$ cat config.mk
export PLATFORM = sky130hd
export DESIGN_NAME = spi_cmd_master
export DESIGN_NICKNAME = d
export VERILOG_FILES = /design/src/rtl/spi_cmd_master.sv
export SDC_FILE = /design/constraint.sdc
export NUM_CORES = 1
export LEC_CHECK = 0
export CAP_MARGIN = 20
export CORE_AREA = 2 2 62 64
export DETAILED_ROUTE_END_ITERATION = 8
export DIE_AREA = 0 0 64 66
export HOLD_SLACK_MARGIN = 0.05
export PLACE_DENSITY = 0.81
export SLEW_MARGIN = 20
export SYNTH_ARGS = -nofsm -noshare
export SYNTH_HDL_FRONTEND = slang
export SYNTH_SLANG_ARGS = --single-unit
$ cat constraint.sdc
create_clock -name i_clk -period 3.5 [get_ports i_clk]
set_clock_uncertainty 0.05 [all_clocks]
set_input_delay 1.05 -clock i_clk [delete_from_list [all_inputs] [get_ports i_clk]]
set_output_delay 1.05 -clock i_clk [all_outputs]
set_load 0.005 [all_outputs]
$ cat src/rtl/spi_cmd_master.sv
// SPI command initiator for the SPI RAM wrapper: serialises 11-bit command frames
// on MOSI and captures the 8-bit read byte returned on MISO during RD_DATA frames.
module spi_cmd_master #(
    parameter int FRAME_LEN = 23,
    parameter int RD_START  = 15,
    parameter int GAP_LEN   = 1
) (
    input  logic       i_clk,
    input  logic       i_rst,
    input  logic       i_cmd_valid,
    output logic       o_cmd_ready,
    input  logic [1:0] i_cmd_type,
    input  logic [7:0] i_cmd_data,
    output logic       o_rsp_valid,
    output logic [7:0] o_rsp_data,
    output logic       o_rsp_err,
    output logic       o_busy,
    output logic       o_ss_n,
    output logic       o_mosi,
    input  logic       i_miso
);
    localparam int CW = $clog2(FRAME_LEN);
    localparam logic [CW-1:0] LAST_CYC = CW'(FRAME_LEN - 1);
    localparam logic [CW-1:0] HDR_END  = CW'(11);
    localparam logic [CW-1:0] RD_FIRST = CW'(RD_START);
    localparam logic [CW-1:0] RD_LAST  = CW'(RD_START + 7);
    localparam logic [CW-1:0] GAP_LAST = CW'(GAP_LEN - 1);

    localparam logic [1:0] T_WR_ADDR = 2'd0;
    localparam logic [1:0] T_WR_DATA = 2'd1;
    localparam logic [1:0] T_RD_ADDR = 2'd2;
    localparam logic [1:0] T_RD_DATA = 2'd3;

    typedef enum logic [2:0] {
        S_IDLE  = 3'd0,
        S_SHIFT = 3'd1,
        S_WAIT  = 3'd2,
        S_RECV  = 3'd3,
        S_GAP   = 3'd4
    } state_t;

    function automatic logic [2:0] frame_hdr(input logic [1:0] cmd_type);
        case (cmd_type)
            T_WR_ADDR: frame_hdr = 3'b000;
            T_WR_DATA: frame_hdr = 3'b001;
            T_RD_ADDR: frame_hdr = 3'b110;
            default:   frame_hdr = 3'b111;
        endcase
    endfunction

    state_t          r_state;
    state_t          w_state_nxt;
    logic [CW-1:0]   r_cnt;
    logic [CW-1:0]   w_cnt_nxt;
    logic [CW-1:0]   w_cyc_nxt;
    logic [10:0]     r_shift;
    logic [10:0]     w_shift_nxt;
    logic [7:0]      r_rx;
    logic [7:0]      w_rx_nxt;
    logic [1:0]      r_type;
    logic            w_accept;
    logic            w_frame_end;
    logic            r_ss_n;
    logic            r_busy;
    logic            r_ready;
    logic            r_rsp_valid;
    logic [7:0]      r_rsp_data;
    logic            r_rsp_err;
    logic            r_rd_pending;

    // Next-state, frame-cycle counter and serial datapath decode.
    always_comb begin
        w_state_nxt = r_state;
        w_cnt_nxt   = r_cnt;
        w_cyc_nxt   = r_cnt + CW'(1);
        w_shift_nxt = r_shift;
        w_rx_nxt    = r_rx;
        w_accept    = 1'b0;
        w_frame_end = 1'b0;
        case (r_state)
            S_IDLE: begin
                if (i_cmd_valid) begin
                    w_accept    = 1'b1;
                    w_state_nxt = S_SHIFT;
                    w_cnt_nxt   = '0;
                    w_shift_nxt = {frame_hdr(i_cmd_type), i_cmd_data};
                end else begin
                    w_state_nxt = S_IDLE;
                end
            end
            S_SHIFT, S_WAIT, S_RECV: begin
                w_shift_nxt = {r_shift[9:0], 1'b0};
                w_cnt_nxt   = w_cyc_nxt;
                if (r_state == S_RECV) begin
                    w_rx_nxt = {r_rx[6:0], i_miso};
                end else begin
                    w_rx_nxt = r_rx;
                end
                // The state names the phase of the cycle about to start.
                if (r_cnt == LAST_CYC) begin
                    w_frame_end = 1'b1;
                    w_state_nxt = S_GAP;
                    w_cnt_nxt   = '0;
                    w_shift_nxt = '0;
                end else if (w_cyc_nxt < HDR_END) begin
                    w_state_nxt = S_SHIFT;
                end else if ((w_cyc_nxt >= RD_FIRST) && (w_cyc_nxt <= RD_LAST)) begin
                    w_state_nxt = S_RECV;
                end else begin
                    w_state_nxt = S_WAIT;
                end
            end
            S_GAP: begin
                if (r_cnt == GAP_LAST) begin
                    w_state_nxt = S_IDLE;
                    w_cnt_nxt   = '0;
                end else begin
                    w_cnt_nxt   = w_cyc_nxt;
                end
            end
            default: begin
                w_state_nxt = S_IDLE;
                w_cnt_nxt   = '0;
            end
        endcase
    end

    // Frame sequencing state, serial registers and pin-facing status flags.
    always_ff @(posedge i_clk) begin
        if (i_rst) begin
            r_state <= S_IDLE;
            r_cnt   <= '0;
            r_shift <= '0;
            r_rx    <= '0;
            r_type  <= T_WR_ADDR;
            r_ss_n  <= 1'b1;
            r_busy  <= 1'b0;
            r_ready <= 1'b1;
        end else begin
            r_state <= w_state_nxt;
            r_cnt   <= w_cnt_nxt;
            r_shift <= w_shift_nxt;
            r_rx    <= w_rx_nxt;
            if (w_accept) begin
                r_type <= i_cmd_type;
            end
            r_ss_n  <= (w_state_nxt == S_IDLE) || (w_state_nxt == S_GAP);
            r_busy  <= (w_state_nxt != S_IDLE);
            r_ready <= (w_state_nxt == S_IDLE);
        end
    end

    // Read response generation and RD_ADDR/RD_DATA pairing.
    always_ff @(posedge i_clk) begin
        if (i_rst) begin
            r_rsp_valid  <= 1'b0;
            r_rsp_data   <= 8'h00;
            r_rsp_err    <= 1'b0;
            r_rd_pending <= 1'b0;
        end else begin
            r_rsp_valid <= w_frame_end && (r_type == T_RD_DATA);
            if (w_frame_end) begin
                case (r_type)
                    T_RD_ADDR: r_rd_pending <= 1'b1;
                    T_RD_DATA: begin
                        r_rsp_data   <= w_rx_nxt;
                        r_rsp_err    <= ~r_rd_pending;
                        r_rd_pending <= 1'b0;
                    end
                    default: begin
                    end
                endcase
            end
        end
    end

    assign o_cmd_ready = r_ready;
    assign o_busy      = r_busy;
    assign o_ss_n      = r_ss_n;
    assign o_mosi      = r_shift[10];
    assign o_rsp_valid = r_rsp_valid;
    assign o_rsp_data  = r_rsp_data;
    assign o_rsp_err   = r_rsp_err;

endmodule

==> reports/qor.csv <==
stage,metric,value,unit
outcome,status,completed,
pwr,overall power,1.046,mW
layout,FF+latch area,860.8,µm²
pwr,Pwr per Cell Area,450.3,mW/mm²
pwr,worst vdd ir,279.4,µV
global_route,vias in the first global route,1338,
yosys,Synth Warn #,0,
timing,Slew Limit Headroom,55.50,%
die,Ports,28,
timing,Final Slew Violations,0,
clock_tree,Worst-path clk slew,0.12,ns
hold_path,worst hold path type,reg -> reg,
placed_design,Placed Instance Area,0.002218,mm²
timing,final worst path period need,2.414,ns
timing,endpoints failing hold,0,
die,die area,0.004224,mm²
drt,Pre-antenna DRT Iters,4,
placed_design,post-DP HPWL,2539,µm
yosys,#FFs+latches synth,43,
die,core area,0.003551,mm²
timing,Fin Setup TNS,0,ns
drt,Vias,1499,
layout,Final Instance Area,0.002323,mm²
timing,FMAX,414.3,MHz
worst_setup_path,crit path kind,in -> reg,
placed_design,gpl congestion,0.8051,
worst_setup_path,Worst Path Arrival,2.65,ns
timing,crit share post-route,68.97,%
clock_tree,CTS resizes,0,
die,DIE WIDTH,64,µm
worst_setup_path,Worst Path Required,3.73,ns
global_route,global route overflow,0,
layout,fraction of layout cells with a size suffix above 1,13.45,%
die,chip height,66,µm
yosys,number of synthesized flops with an enable pin,0,
layout,Area growth syn-to-layout,17.83,%
clock_tree,Clock Tree Buf Depth,2,
global_route,largest net degree at the start of global routing,26,
layout,diode count,0,
drt,Routed Antenna Nets,0,
yosys,synthesized cell area,0.001972,mm²
yosys,Netlist cell types,52,
yosys,top-count cell post-synth,dfxtp_1,
clock_tree,Num CTS Buffers,5,
timing,Fin Hold WS,0.4306,ns
drt,WL final,3503,µm
timing,# setup viols final,0,
clock_tree,CTS Hold Buffers Added,0,
yosys,Syn Area/Cell,9.810,µm²
drt,DRC violations left,0,
worst_setup_path,Worst setup EP type,flip-flop,
yosys,ys flop type,dfxtp_1,
placed_design,Port Buffer Count,27,
drt,Avg WL per Cell,12.93,µm
clock_tree,clock latency on the worst-skew pair,0.35,ns
global_route,initial antenna violation count,0,
yosys,Yosys top cell area share,43.65,%
die,row count,22,
clock_tree,TritonCTS clock tree,yes,
die,initial core utilization,55.53,%
worst_setup_path,crit path max fanout,17,
pwr,Pleak,0.9809,nW
timing,Tightest Pin Transition,0.6675,ns
timing,unrepaired setup endpoints after global routing,no,
yosys,post-synthesis cell count,201,
clock_tree,Root Buffer,clkbuf_4,
drt,Via density,5.531,
clock_tree,postcts setup bufs,0,
global_route,GR Util All Layers,18.41,%
global_route,global-route wire length before repair,6065,µm
layout,Final Net Count,240,
drt,starting DRC count in detailed routing,92,
yosys,Async SR Flop Fraction,0,%
worst_setup_path,Startpoint Class,primary input,
yosys,post-synthesis sequential area ratio,43.65,%
job,Max Cap Viol,0,
layout,Fillers,290,
clock_tree,clk sink count,43,
yosys,Synth Net Count,219,
yosys,top post-synthesis cells by area,"dfxtp_1, mux2i_1, nor2_1",
layout,footprint of the multi-input gates,997.2,µm²
clock_tree,CTS H-tree lvls,2,
yosys,most common library cells after synthesis,"dfxtp_1, nor2_1, mux2i_1",
yosys,Synth area leader,dfxtp_1,
==> placed cells by master (no fill, tap or decap), types with 3 or more instances in the layout <==
cell	instances
a211oi_1	4
a211oi_2	7
a21oi_1	5
a22oi_1	9
clkbuf_4	5
clkdlybuf4s50_1	27
dfxtp_1	43
ha_1	4
inv_1	6
mux2i_1	11
nand2_1	10
nand2b_1	3
nor2_1	28
nor3_1	3
o21ai_0	3
o21ai_1	4
o22a_1	8
==> routing by layer <==
layer | global-route usage (%) | routed length [µm] | vias up
met5 | 0 | 0 | -
met3 | 4.089 | 128 | 4
li1 | - | - | 763
met2 | 29.17 | 1696 | 33
met4 | 8.152 | 30 | 0
met1 | 24.01 | 1648 | 699
==> worst max-delay path, cell delays in order <==
cell	delay (ns)
clkdlybuf4s50_1	0.53
or3_1	0.14
and2_1	0.56
o22ai_1	0.18
nor3_1	0.18
==> state kept, by name (all words and copies together) (netlist names), 2 cells and up <==
name and flops:
r_state 3, r_shift 11, o_rsp_data 8, r_cnt 5
r_rx 8, r_type 2
==> through the flow <==
step / worst slack (ns) / cells / util (%)
detailed placement: 0.7293 / 263 / 62.47
global placement: 0.7711 / 263 / 62.47
CTS: 1.101 / 271 / 65.43
global route: 0.9475 / 271 / 65.43
finish: 1.086 / 271 / 65.43
floorplan: 1.319 / 201 / -
==> worst paths after layout <==
kind	from	slack (ns)	endpoint	cells after the start
worst min register to register	r_shift[9]$_SDFFE_PP0P_	0.43	r_shift[10]$_SDFFE_PP0P_	2
worst max register to register	r_cnt[0]$_SDFFE_PP0P_	1.25	o_busy$_SDFF_PP0_	7
worst max-delay path	i_cmd_valid	1.09	r_shift[8]$_SDFFE_PP0P_	5
worst min-delay path	r_shift[9]$_SDFFE_PP0P_	0.43	r_shift[10]$_SDFFE_PP0P_	2
==> cells by family (layout without fill, tap and decap cells) <==
group                    Yosys count  count (layout)  share of synthesized area, %
multiplexers                      12              12                         6.155
flip-flops                        43              43                         43.66
AO/OA/AOI/OAI                     57              57                         24.17
AND/OR/NAND/NOR                   64              64                         17.26
XOR/XNOR                           1               1                        0.4442
adder cells (fa/ha/maj)            4               4                         2.538
buffers and inverters             20              42                         5.774
==> report_power, final <==
part,switching [mW],internal (mW)
Combinational,0.0656,0.0658
Clock,0.164,0.222
Sequential,0.0173,0.512
Total,0.246,0.800
==> cell type report <==
cell class	instances	area share (%)
flip-flops and latches	43	37.05
well taps	48	2.585
clock buffers	5	1.616
clock inverters	3	2.908
multi-input cells	138	42.92
repair buffers	28	11.95
inverters	6	0.9693
Power figures use the tool's default switching activity.
